$ cat config.mk
export PLATFORM = sky130hd
export DESIGN_NAME = gpr_block_transfer
export DESIGN_NICKNAME = d
export VERILOG_FILES = /design/src/rtl/gpr_block_transfer.sv
export SDC_FILE = /design/constraint.sdc
export NUM_CORES = 1
export LEC_CHECK = 0
export ABC_CLOCK_PERIOD_IN_PS = 3900
export CAP_MARGIN = 20
export CORE_ASPECT_RATIO = 1.25
export CORE_MARGIN = 1
export CORE_UTILIZATION = 40
export DETAILED_ROUTE_END_ITERATION = 6
export PLACE_DENSITY = 0.67
export SLEW_MARGIN = 5
export SYNTH_ARGS = -nofsm -noshare
export SYNTH_HDL_FRONTEND = slang
export SYNTH_SLANG_ARGS = --single-unit
$ cat constraint.sdc
create_clock -name clk -period 3.9 [get_ports clk]
set_input_delay 0.39 -clock clk [delete_from_list [all_inputs] [get_ports clk]]
set_output_delay 0.39 -clock clk [all_outputs]
set_load 0.05 [all_outputs]
$ cat src/rtl/gpr_block_transfer.sv
// gpr_block_transfer
// Moves the eight-entry GPR file to or from a word stream. It is used for
// PUSHA/POPA-style microcode and for context save/restore.
// A save reads AX,CX,DX,BX,SP,BP,SI,DI through read port 0 and sends them out
// through a two-entry skid FIFO. A restore writes the incoming words to
// DI,SI,BP,SP,BX,DX,CX,AX, in that order.
module gpr_block_transfer #(
  parameter bit SKIP_SP_ON_RESTORE = 1'b1,
  parameter int WIDTH              = 16
) (
  input  logic             clk,
  input  logic             reset,
  input  logic             start_save,
  input  logic             start_restore,
  output logic             busy,
  output logic             done,
  output logic             out_valid,
  input  logic             out_ready,
  output logic [WIDTH-1:0] out_data,
  input  logic             in_valid,
  output logic             in_ready,
  input  logic [WIDTH-1:0] in_data,
  output logic [2:0]       rf_rd_sel,
  input  logic [WIDTH-1:0] rf_rd_val,
  output logic [2:0]       rf_wr_sel,
  output logic [WIDTH-1:0] rf_wr_val,
  output logic             rf_wr_en,
  output logic             rf_is_8_bit
);

  typedef enum logic [1:0] {
    ST_IDLE    = 2'd0,
    ST_SAVE    = 2'd1,
    ST_RESTORE = 2'd2
  } state_e;

  localparam logic [3:0] NUM_REGS  = 4'd8;
  localparam logic [3:0] LAST_WORD = 4'd7;
  localparam logic [3:0] SP_SLOT   = 4'd3;

  state_e           state_q, state_d;
  logic [3:0]       ri_q, ri_d;             // next register to read (save)
  logic [3:0]       po_q, po_d;             // words handed to the consumer (save)
  logic             inflight_q, inflight_d; // a read was issued last cycle
  logic [WIDTH-1:0] fifo_q [2];
  logic [WIDTH-1:0] fifo_d [2];
  logic             wr_ptr_q, wr_ptr_d;
  logic             rd_ptr_q, rd_ptr_d;
  logic [1:0]       count_q, count_d;
  logic [3:0]       wi_q, wi_d;             // restore words accepted
  logic             done_q, done_d;
  logic             wr_en_q, wr_en_d;
  logic [2:0]       wr_sel_q, wr_sel_d;
  logic [WIDTH-1:0] wr_val_q, wr_val_d;

  logic             pop;
  logic             push;
  logic             issue;
  logic             accept;
  logic [2:0]       occupancy;

  // Handshake qualifiers and the read-issue throttle.
  // A read is issued only when the FIFO is sure to have a free slot when its data returns.
  always_comb begin
    pop       = (state_q == ST_SAVE) && (count_q != 2'd0) && out_ready;
    push      = inflight_q;
    occupancy = {1'b0, count_q} + {2'b00, inflight_q};
    issue     = (state_q == ST_SAVE) && (ri_q < NUM_REGS) &&
                (occupancy < (3'd2 + {2'b00, pop}));
    accept    = (state_q == ST_RESTORE) && (wi_q < NUM_REGS) && in_valid;
  end

  // Next-state logic, datapath updates and registered outputs.
  always_comb begin
    // NOTE: every signal gets a default before any branch, so no path can leave
    // one unassigned and infer a latch.
    state_d    = state_q;
    ri_d       = ri_q;
    po_d       = po_q;
    inflight_d = issue;
    fifo_d     = fifo_q;
    wr_ptr_d   = wr_ptr_q;
    rd_ptr_d   = rd_ptr_q;
    count_d    = count_q + {1'b0, push} - {1'b0, pop};
    wi_d       = wi_q;
    done_d     = 1'b0;
    wr_en_d    = 1'b0;
    wr_sel_d   = wr_sel_q;
    wr_val_d   = wr_val_q;

    if (push) begin
      fifo_d[wr_ptr_q] = rf_rd_val;
      wr_ptr_d         = ~wr_ptr_q;
    end
    if (pop) begin
      rd_ptr_d = ~rd_ptr_q;
    end
    if (issue) begin
      ri_d = ri_q + 4'd1;
    end

    unique case (state_q)
      ST_IDLE: begin
        // A save takes priority when both starts arrive together.
        if (start_save) begin
          state_d = ST_SAVE;
          ri_d    = 4'd0;
          po_d    = 4'd0;
        end else if (start_restore) begin
          state_d = ST_RESTORE;
          wi_d    = 4'd0;
        end
      end
      ST_SAVE: begin
        if (pop) begin
          po_d = po_q + 4'd1;
          if (po_q == LAST_WORD) begin
            state_d = ST_IDLE;
            done_d  = 1'b1;
          end
        end
      end
      ST_RESTORE: begin
        if (accept) begin
          wi_d     = wi_q + 4'd1;
          wr_sel_d = 3'd7 - wi_q[2:0];
          wr_val_d = in_data;
          wr_en_d  = !(SKIP_SP_ON_RESTORE && (wi_q == SP_SLOT));
          // done is registered, so it appears in the same cycle as the final write.
          if (wi_q == LAST_WORD) begin
            state_d = ST_IDLE;
            done_d  = 1'b1;
          end
        end
      end
      default: state_d = ST_IDLE;
    endcase
  end

  // State and datapath registers with synchronous reset.
  // A reset discards any in-flight read, the FIFO contents and a pending write.
  always_ff @(posedge clk) begin
    // NOTE: sequential state uses non-blocking assignments only, so every flop
    // samples values from before the edge.
    if (reset) begin
      state_q    <= ST_IDLE;
      ri_q       <= 4'd0;
      po_q       <= 4'd0;
      inflight_q <= 1'b0;
      // NOTE: the two FIFO words are cleared on reset, so out_data comes up 0;
      // with only two entries, resetting them costs little.
      for (int i = 0; i < 2; i++) begin
        fifo_q[i] <= '0;
      end
      wr_ptr_q   <= 1'b0;
      rd_ptr_q   <= 1'b0;
      count_q    <= 2'd0;
      wi_q       <= 4'd0;
      done_q     <= 1'b0;
      wr_en_q    <= 1'b0;
      wr_sel_q   <= 3'd0;
      wr_val_q   <= '0;
    end else begin
      state_q    <= state_d;
      ri_q       <= ri_d;
      po_q       <= po_d;
      inflight_q <= inflight_d;
      fifo_q     <= fifo_d;
      wr_ptr_q   <= wr_ptr_d;
      rd_ptr_q   <= rd_ptr_d;
      count_q    <= count_d;
      wi_q       <= wi_d;
      done_q     <= done_d;
      wr_en_q    <= wr_en_d;
      wr_sel_q   <= wr_sel_d;
      wr_val_q   <= wr_val_d;
    end
  end

  assign busy        = (state_q != ST_IDLE);
  assign done        = done_q;
  assign out_valid   = (count_q != 2'd0);
  assign out_data    = fifo_q[rd_ptr_q];
  assign in_ready    = (state_q == ST_RESTORE) && (wi_q < NUM_REGS);
  assign rf_rd_sel   = ri_q[2:0];
  assign rf_wr_sel   = wr_sel_q;
  assign rf_wr_val   = wr_val_q;
  assign rf_wr_en    = wr_en_q;
  assign rf_is_8_bit = 1'b0;

endmodule

Word level (Yosys, flattened, before mapping)
Index checks and enable logic that the tools add are counted.
{ "word_totals": {"out_inout_bits": 44, "ff_bits": 72, "inputBits": 38, "wordCells": 93} }
{ "classes": {"eq_ne": 13, "n_mux": 28, "add_sub_neg": 8, "n_reduce_logical": 18, "n_bitwise": 6, "n_lt_le_gt_ge": 6} }
{ "op_table": {"columns": ["cell", "count"], "rows": [
  ["two-way mux 16 bit", 4],
  ["bitwise mux 32 bit", 1],
  ["two-way mux 4 bit", 8],
  ["demux 16 bit (select 1 bit)", 1],
  ["case mux 4 bit (2 select lines)", 2],
  ["adder 4 x 1 -> 4 bit (second input constant)", 3],
  ["two-way mux 2 bit", 6],
  ["inequality test 2 bit (second input constant)", 5],
  ["equality test 4 x 3 -> 1 bit (second input constant)", 2],
  ["< comparator 4 bit (second input constant)", 2],
  ["nonzero test 2 bit", 4],
  ["logical AND 1 bit", 7],
  ["case mux 2 bit (3 select lines)", 1],
  ["AND reduction 5 bit", 1],
  ["equality test 4 x 2 -> 1 bit (second input constant)", 1],
  ["greater-or-equal comparator 2 bit (second input constant)", 2],
  ["two-way mux 1 bit", 4],
  ["inequality test 2 x 1 -> 1 bit (second input constant)", 2],
  ["NOT 1 bit", 4],
  ["NOT 1 -> 2 bit", 2],
  ["AND reduction 4 bit", 1],
  ["adder 2 x 1 -> 3 bit", 1],
  ["adder 2 x 1 -> 3 bit (first input constant)", 1],
  ["< comparator 3 bit", 1],
  ["other kinds (13)", 13]
]} }

Depth between registers and ports, before layout
Gate-level depths: netlist of the first run.
{ "logic_depth": {"depth_word": 9, "ltp_mapped": 10, "depth_no_buf": 10} }

Worst setup path after synthesis of the first run
OpenSTA, ideal clock, no wires.
{ "synth_timing": {"path_type": "flip-flop to flip-flop", "startpoint": "register state_q[1]", "endpoint": "register count_q[1]", "arrival_ps": 1673, "path_stages_with_launch": 11, "setup_ps": 128, "path_buffers": 0, "period_less_slack_ps": 1801, "slack_ps": 2099, "path_cell_list": "dfxtp_1 > inv_1 > ha_1 > o211ai_4 > inv_1 > ha_1 > inv_1 > ha_1 > xor2_1 > xnor2_1 > nor2_1"} }
{ "synth_between": {"elab_chain_len": 4} }
{ "synth_lines": {"columns": ["element", "line_no", "text"], "rows": [
  ["from (decl)", "41", "state_e state_q, state_d;"],
  ["from (signal assigned)", "164", "state_q <= state_d;"],
  ["equality test 2 x 1 -> 1 bit", "65", "pop = (state_q == ST_SAVE) && (count_q != 2'd0) && out_ready;"],
  ["logical AND 1 bit (2 in series)", "65", null],
  ["net pop", "56", "logic pop;"],
  ["subtractor 2 x 1 -> 2 bit", "84", "count_d = count_q + {1'b0, push} - {1'b0, pop};"],
  ["to (signal assigned)", "171", "count_q <= count_d;"],
  ["to (decl)", "49", "logic [1:0] count_q, count_d;"]
]} }
The timed path passes the listed nets, and every way through them passes these cells.
A chain may end at the register's enable or synchronous reset.

Final worst setup path of the first run
{ "layout_timing": {"startpoint": "register rd_ptr_q", "endpoint": "output out_data[15]"} }
{ "layout_between": {"elab_chain_len": 4} }
{ "layout_lines": {"columns": ["element", "line_no", "text"], "rows": [
  ["from (decl)", "48", "logic rd_ptr_q, rd_ptr_d;"],
  ["from (signal assigned)", "170", "rd_ptr_q <= rd_ptr_d;"],
  ["NOT 1 -> 2 bit (not written as such)", "183", "assign out_data = fifo_q[rd_ptr_q];"],
  ["two-way mux 16 bit (not written as such) (3 in series)", "183", null],
  ["to (decl)", "19", "output logic [WIDTH-1:0] out_data,"]
]} }
No other way between the ends. The select of a mux whose other input is x is not followed.

==> results of run 1 <==
==> metrics by stage <==
step | hold slack [ns] | cells | power [mW]
finish | 0.454 | 531 | 1.88
global route | 0.472 | 531 | 1.97
CTS | 0.455 | 531 | 1.90
detailed placement | 0.443 | 515 | 1.25
global placement | 0.442 | 515 | 1.25
floorplan | 0.433 | 364 | 1.11
==> metal layers <==
layer	routed length, microns	track usage, %
met1	3100	21.8
met2	3460	31.7
met3	286	4.09
met4	30	6.32
met5	0	0
==> power by group <==
group | leakage (nW) | switching [mW] | internal [mW]
sequential | 0.582 | 0.0243 | 0.772
clock | 0.103 | 0.281 | 0.364
combinational | 0.788 | 0.273 | 0.165
==> worst paths after layout <==
path / end / start
hold / removal: rf_wr_val[15] / rf_wr_val[15]
hold reg to reg: rf_wr_val[15] / rf_wr_val[15]
setup reg to reg: done / state_q[0]
setup / recovery: out_data[15] / rd_ptr_q
==> registers in the layout, summed over array words and instances, names as in the netlist <==
register and cells:
inflight_q 1, wr_ptr_q 1, rf_wr_sel 3, state_q 2, ri_q 4, done 1, rf_wr_en 1, rf_wr_val 16
wi_q 4, po_q 4, rd_ptr_q 1, count_q 2, fifo_q 32
==> tightest hold or removal path: cells and delay by family (launching register included) <==
| kind | cells | cell delay [ns] |
|---|---|---|
| compound gates | 1 | 0.05 |
| simple gates | 1 | 0.05 |
| flops | 1 | 0.31 |
==> area by class of cell <==
cell class / instances / area [sq um]
clock buffer: 10 / 128
timing repair buffer: 83 / 818
clock inverter: 6 / 92.6
sequential: 72 / 1440
inverter: 9 / 33.8
tap: 92 / 115
fill: 679 / 3290
multi-input combinational: 259 / 1480
==> kinds of logic after synthesis <==
family          count (synthesis)  synth area share, %
simple gates                  148                 21.2
buf+inv                        33                 4.58
flops                          72                 47.1
xor+xnor                        6                 1.72
mux                            18                 6.58
other cells                     1                0.122
fa+ha+maj                      10                 4.08
compound gates                 76                 14.7
==> Yosys cell counts, types with 2 or more instances <==
master    count  area [sq um]
clkbuf_1     16          60.1
nor2_1       18          67.6
nand3b_1      3          22.5
ha_1         10           125
or4_1         2          15.0
buf_1         3          11.3
nand2b_1     10          62.6
xor2_1        2          17.5
nand2_1      99           372
buf_4         4          30.0
nand3_1       5          25.0
nor2b_1       3          18.8
o31ai_1       2          15.0
dfxtp_1      72          1440
a21oi_1      56           280
xnor2_1       4          35.0
a211oi_1      5          37.5
mux2_2       17           191
inv_1         9          33.8
==> results_dict.tcl, run 1 <==
set metrics [dict create \
    status "completed" \
    critPathRequiredTime_ns 3.51 \
    cts_tree "built" \
    firstDrtPassIters 4 \
    drv_slew 0 \
    p_leak_nw 1.47 \
    peakVddDrop_v 0.000267 \
    clk_latency_ns 0.33 \
    hold_class "register to register" \
    grt.total_usage_pct 18.2 \
    die_w_microns 80.3 \
    rows 35 \
    powerDensity_nw_per_um2 457 \
    clockRootBuffer "clkbuf_8" \
    holdPathStages 2 \
    synth_edf_count 0 \
    cp_max_fo 17 \
    setup_violations 0 \
    setup_tns_ns 0 \
    layout_common_cells "nand2_1, clkdlybuf4s50_1, dfxtp_1, a21oi_1, nor2_1" \
    grt_first_pass_wirelength_microns 11500 \
    die_area_sq_um 8010 \
    die_h_microns 99.8 \
    yosys_warnings 0 \
    crit_type "register to primary output" \
    area_growth_pct 34.2 \
    cp_top_family "flip-flops" \
    finish.utilization_pct 55.5 \
    placed_cell_area_sq_um 3890 \
    async_reset_ff_share_pct 0 \
    cts_setup_buffers 0 \
    startpoint_type "register" \
    cts_max_level 3 \
    cts_hold_buf 0 \
    synth_area_sq_um 3060 \
    skew_ns 0.00868 \
    grt_overflow 0 \
    syn_area_per_cell_sq_um 8.41 \
    cpMaxStageDelayCell "dfxtp_1" \
    syn_inst 364 \
    path_cells "mux2_2, clkdlybuf4s50_1" \
    drc 0 \
    layout-drive-gt1-share_pct 9.79 \
    rsz0062_at_grt "no" \
    clkSinkCount 72 \
    fin_crit_sh_pct 68.6 \
    antenna_left 0 \
    crit_arrival_ns 2.29 \
    yosysUniqueCellTypes 43 \
    numCtsBuffers 9 \
    ios 82 \
    r2r_cells 7 \
    layout_setup_ws_ns 1.22 \
    path_clk_slew_ns 0.07 \
    final_common_cell "nand2_1" \
    grt_pass1_vias 2570 \
    synthFlopType "dfxtp_1" \
    syn-num-nets 412 \
    hold_viol 0 \
    yosysSeqAreaShare_pct 47.1 \
    dp_hpwl_microns 4760 \
    avgViaCountPerCell 5.01 \
    drt-initial-drc-count 93 \
    core-area_sq_um 7400 \
    postCtsResizedCells 0 \
    worst-path-buf-inv 1 \
    initial_utilization_pct 41.4 \
    num_vias 2662 \
    rrSetupSlack_ns 1.85 \
    wirelength_microns 6880 \
    grt_antenna_before_repair 0 \
    routedWlPerCell_microns 12.9 \
    slowest_delay_ns 0.84 \
    ys_ff_latch 72 \
    insertedDiodeCount 0 \
    pre_cts_slack_ns 1.54 \
    tightest_slew_ns 0.876 \
    worstSetupEndpointType "primary output" \
    crit_cells 2 \
    gp_congestion 0.738 \
    io_buffers 80 \
    grt_start_max_net_pins 48 \
    postLayoutCellArea_sq_um 4110 \
    nets 482 \
    cts.path.max_buffers 2 \
    min_period_ns 2.68 \
    cap_violations 0 \
    fmax_mhz 374 \
    slew_headroom_pct 41.4 \
]
(Power assumes the default switching activity.)
==> run 2: changes to the inputs <==
Settings changed: ABC_CLOCK_PERIOD_IN_PS 3900 to 2300, PLACE_DENSITY 0.67 to 0.7.
Clock period 3.9 ns to 2.3 ns, I/O delays scaled along.
==> results_dict.tcl, run 2 (synthesized netlist as in run 1, its figures left out) <==
set metrics [dict create \
    top_register "fifo_q" \
    grt_antenna_before_repair 0 \
    rows 35 \
    grt_pass1_vias 2446 \
    fin_crit_sh_pct 92.3 \
    ios 82 \
    num_vias 2611 \
    core-area_sq_um 7400 \
    layout-drive-gt1-share_pct 13.6 \
    routedWlPerCell_microns 13.0 \
    startpoint_type "register" \
    die_area_sq_um 8010 \
    clockRootBuffer "clkbuf_8" \
    holdPathStages 2 \
    antenna_left 0 \
    clkSinkCount 72 \
    hold_class "primary input to register" \
    final_common_cell "nand2_1" \
    clk_latency_ns 0.34 \
    setup_tns_ns 0 \
    cts_max_level 3 \
    critPathRequiredTime_ns 2.07 \
    tightest_slew_ns 0.699 \
    grt.total_usage_pct 17.9 \
    pre_cts_slack_ns 0.277 \
    initial_utilization_pct 41.4 \
    peakVddDrop_v 0.000355 \
    nets 485 \
    crit_arrival_ns 1.89 \
    placed_cells 518 \
    setup_violations 0 \
    r2r_cells 6 \
    insertedDiodeCount 0 \
    skew_ns 0.00507 \
    cp_max_fo 7 \
    firstDrtPassIters 5 \
    layout_common_cells "nand2_1, dfxtp_1, clkdlybuf4s50_1, a21oi_1, buf_4" \
    hold_viol 0 \
    grt_overflow 0 \
    numCtsBuffers 9 \
    grt_start_max_net_pins 38 \
    p_leak_nw 1.51 \
    path_clk_slew_ns 0.07 \
    drt-initial-drc-count 109 \
    drv_slew 0 \
    drc 0 \
    cts_hold_buf 0 \
    cts.path.max_buffers 2 \
    cts_tree "built" \
    powerDensity_nw_per_um2 725 \
    min_period_ns 2.12 \
    avgViaCountPerCell 4.90 \
    fmax_mhz 471 \
    die_w_microns 80.3 \
    die_h_microns 99.8 \
    io_buffers 80 \
    grt_first_pass_wirelength_microns 11200 \
    largest_reg_flops 32 \
    final_cell_count_no_fill 533 \
    layout_setup_ws_ns 0.177 \
    slew_headroom_pct 53.4 \
    cap_violations 0 \
    area_growth_pct 31.5 \
    wirelength_microns 6940 \
    worstSetupEndpointType "primary output" \
    crit_type "register to primary output" \
    fill_cells 675 \
    rsz0062_at_grt "no" \
    fin_hold_ws_ns 0.403 \
    gp_congestion 0.767 \
    status "completed" \
    dp_hpwl_microns 4680 \
]
[run 2: cell count changes in the layout (fill, tap and decap cells not counted), sizes merged]
cell and change:
clkdlybuf4s50 -17, inv -1, clkbuf +1, dlymetal6s2s +1, buf +19, bufinv -2, clkinv +2, clkinvlp -1
[run 2: layout make-up]
| cell class | instances | area (sq um) | share of cell area (%) |
|---|---|---|---|
| timing repair buffer | 86 | 803 | 19.9 |
| tap | 92 | 115 | 2.86 |
| inverter | 9 | 33.8 | 0.839 |
| multi-input combinational | 259 | 1480 | 36.8 |
| sequential | 72 | 1440 | 35.8 |
| clock inverter | 4 | 22.5 | 0.559 |
| clock buffer | 11 | 131 | 3.26 |
[run 2: power by group]
group	switching (mW)	leakage, nW	internal (mW)
registers	0.0391	0.582	1.31
clock network	0.443	0.0789	0.380
logic	0.468	0.852	0.279
[run 2: repair_timing]
item | in CTS | in global routing
gates resized for setup | 0 | 1
hold endpoints to repair | 0 | 0
setup buffers | 0 | 0
setup endpoints to repair | 0 | 1
[run 2: worst paths after layout]
path,slack (ns),from,endpoint
worst max register to register,0.39,inflight_q,ri_q[2]
worst min register to register,0.45,fifo_q[14],fifo_q[14]
worst min-delay path,0.40,reset,po_q[0]
worst max-delay path,0.18,state_q[0],busy
[run 2: worst max-delay path, cell delays in order, from the launching register on]
cell and delay (ns):
dfxtp_1 0.34, inv_1 0.07, ha_1 0.28, inv_1 0.08, clkdlybuf4s50_1 0.79
[run 2: per-layer routing]
metal  vias to the layer above  wire length, microns  track usage [%]
li1                       1350                     -                -
met1                      1203                  3200             21.9
met2                        48                  3400             29.8
met5                         -                     0                0
met3                        10                   206             3.91
met4                         0                   129             8.24
[run 2: through the flow]
step	instance area (sq um)	power (mW)	util (%)
2_1_floorplan	3060	1.88	-
3_3_place_gp	3870	2.12	52.3
3_5_place_dp	3870	2.13	52.3
4_1_cts	4030	2.96	54.4
5_1_grt	4030	3.07	54.4
6_report	4030	2.92	54.4
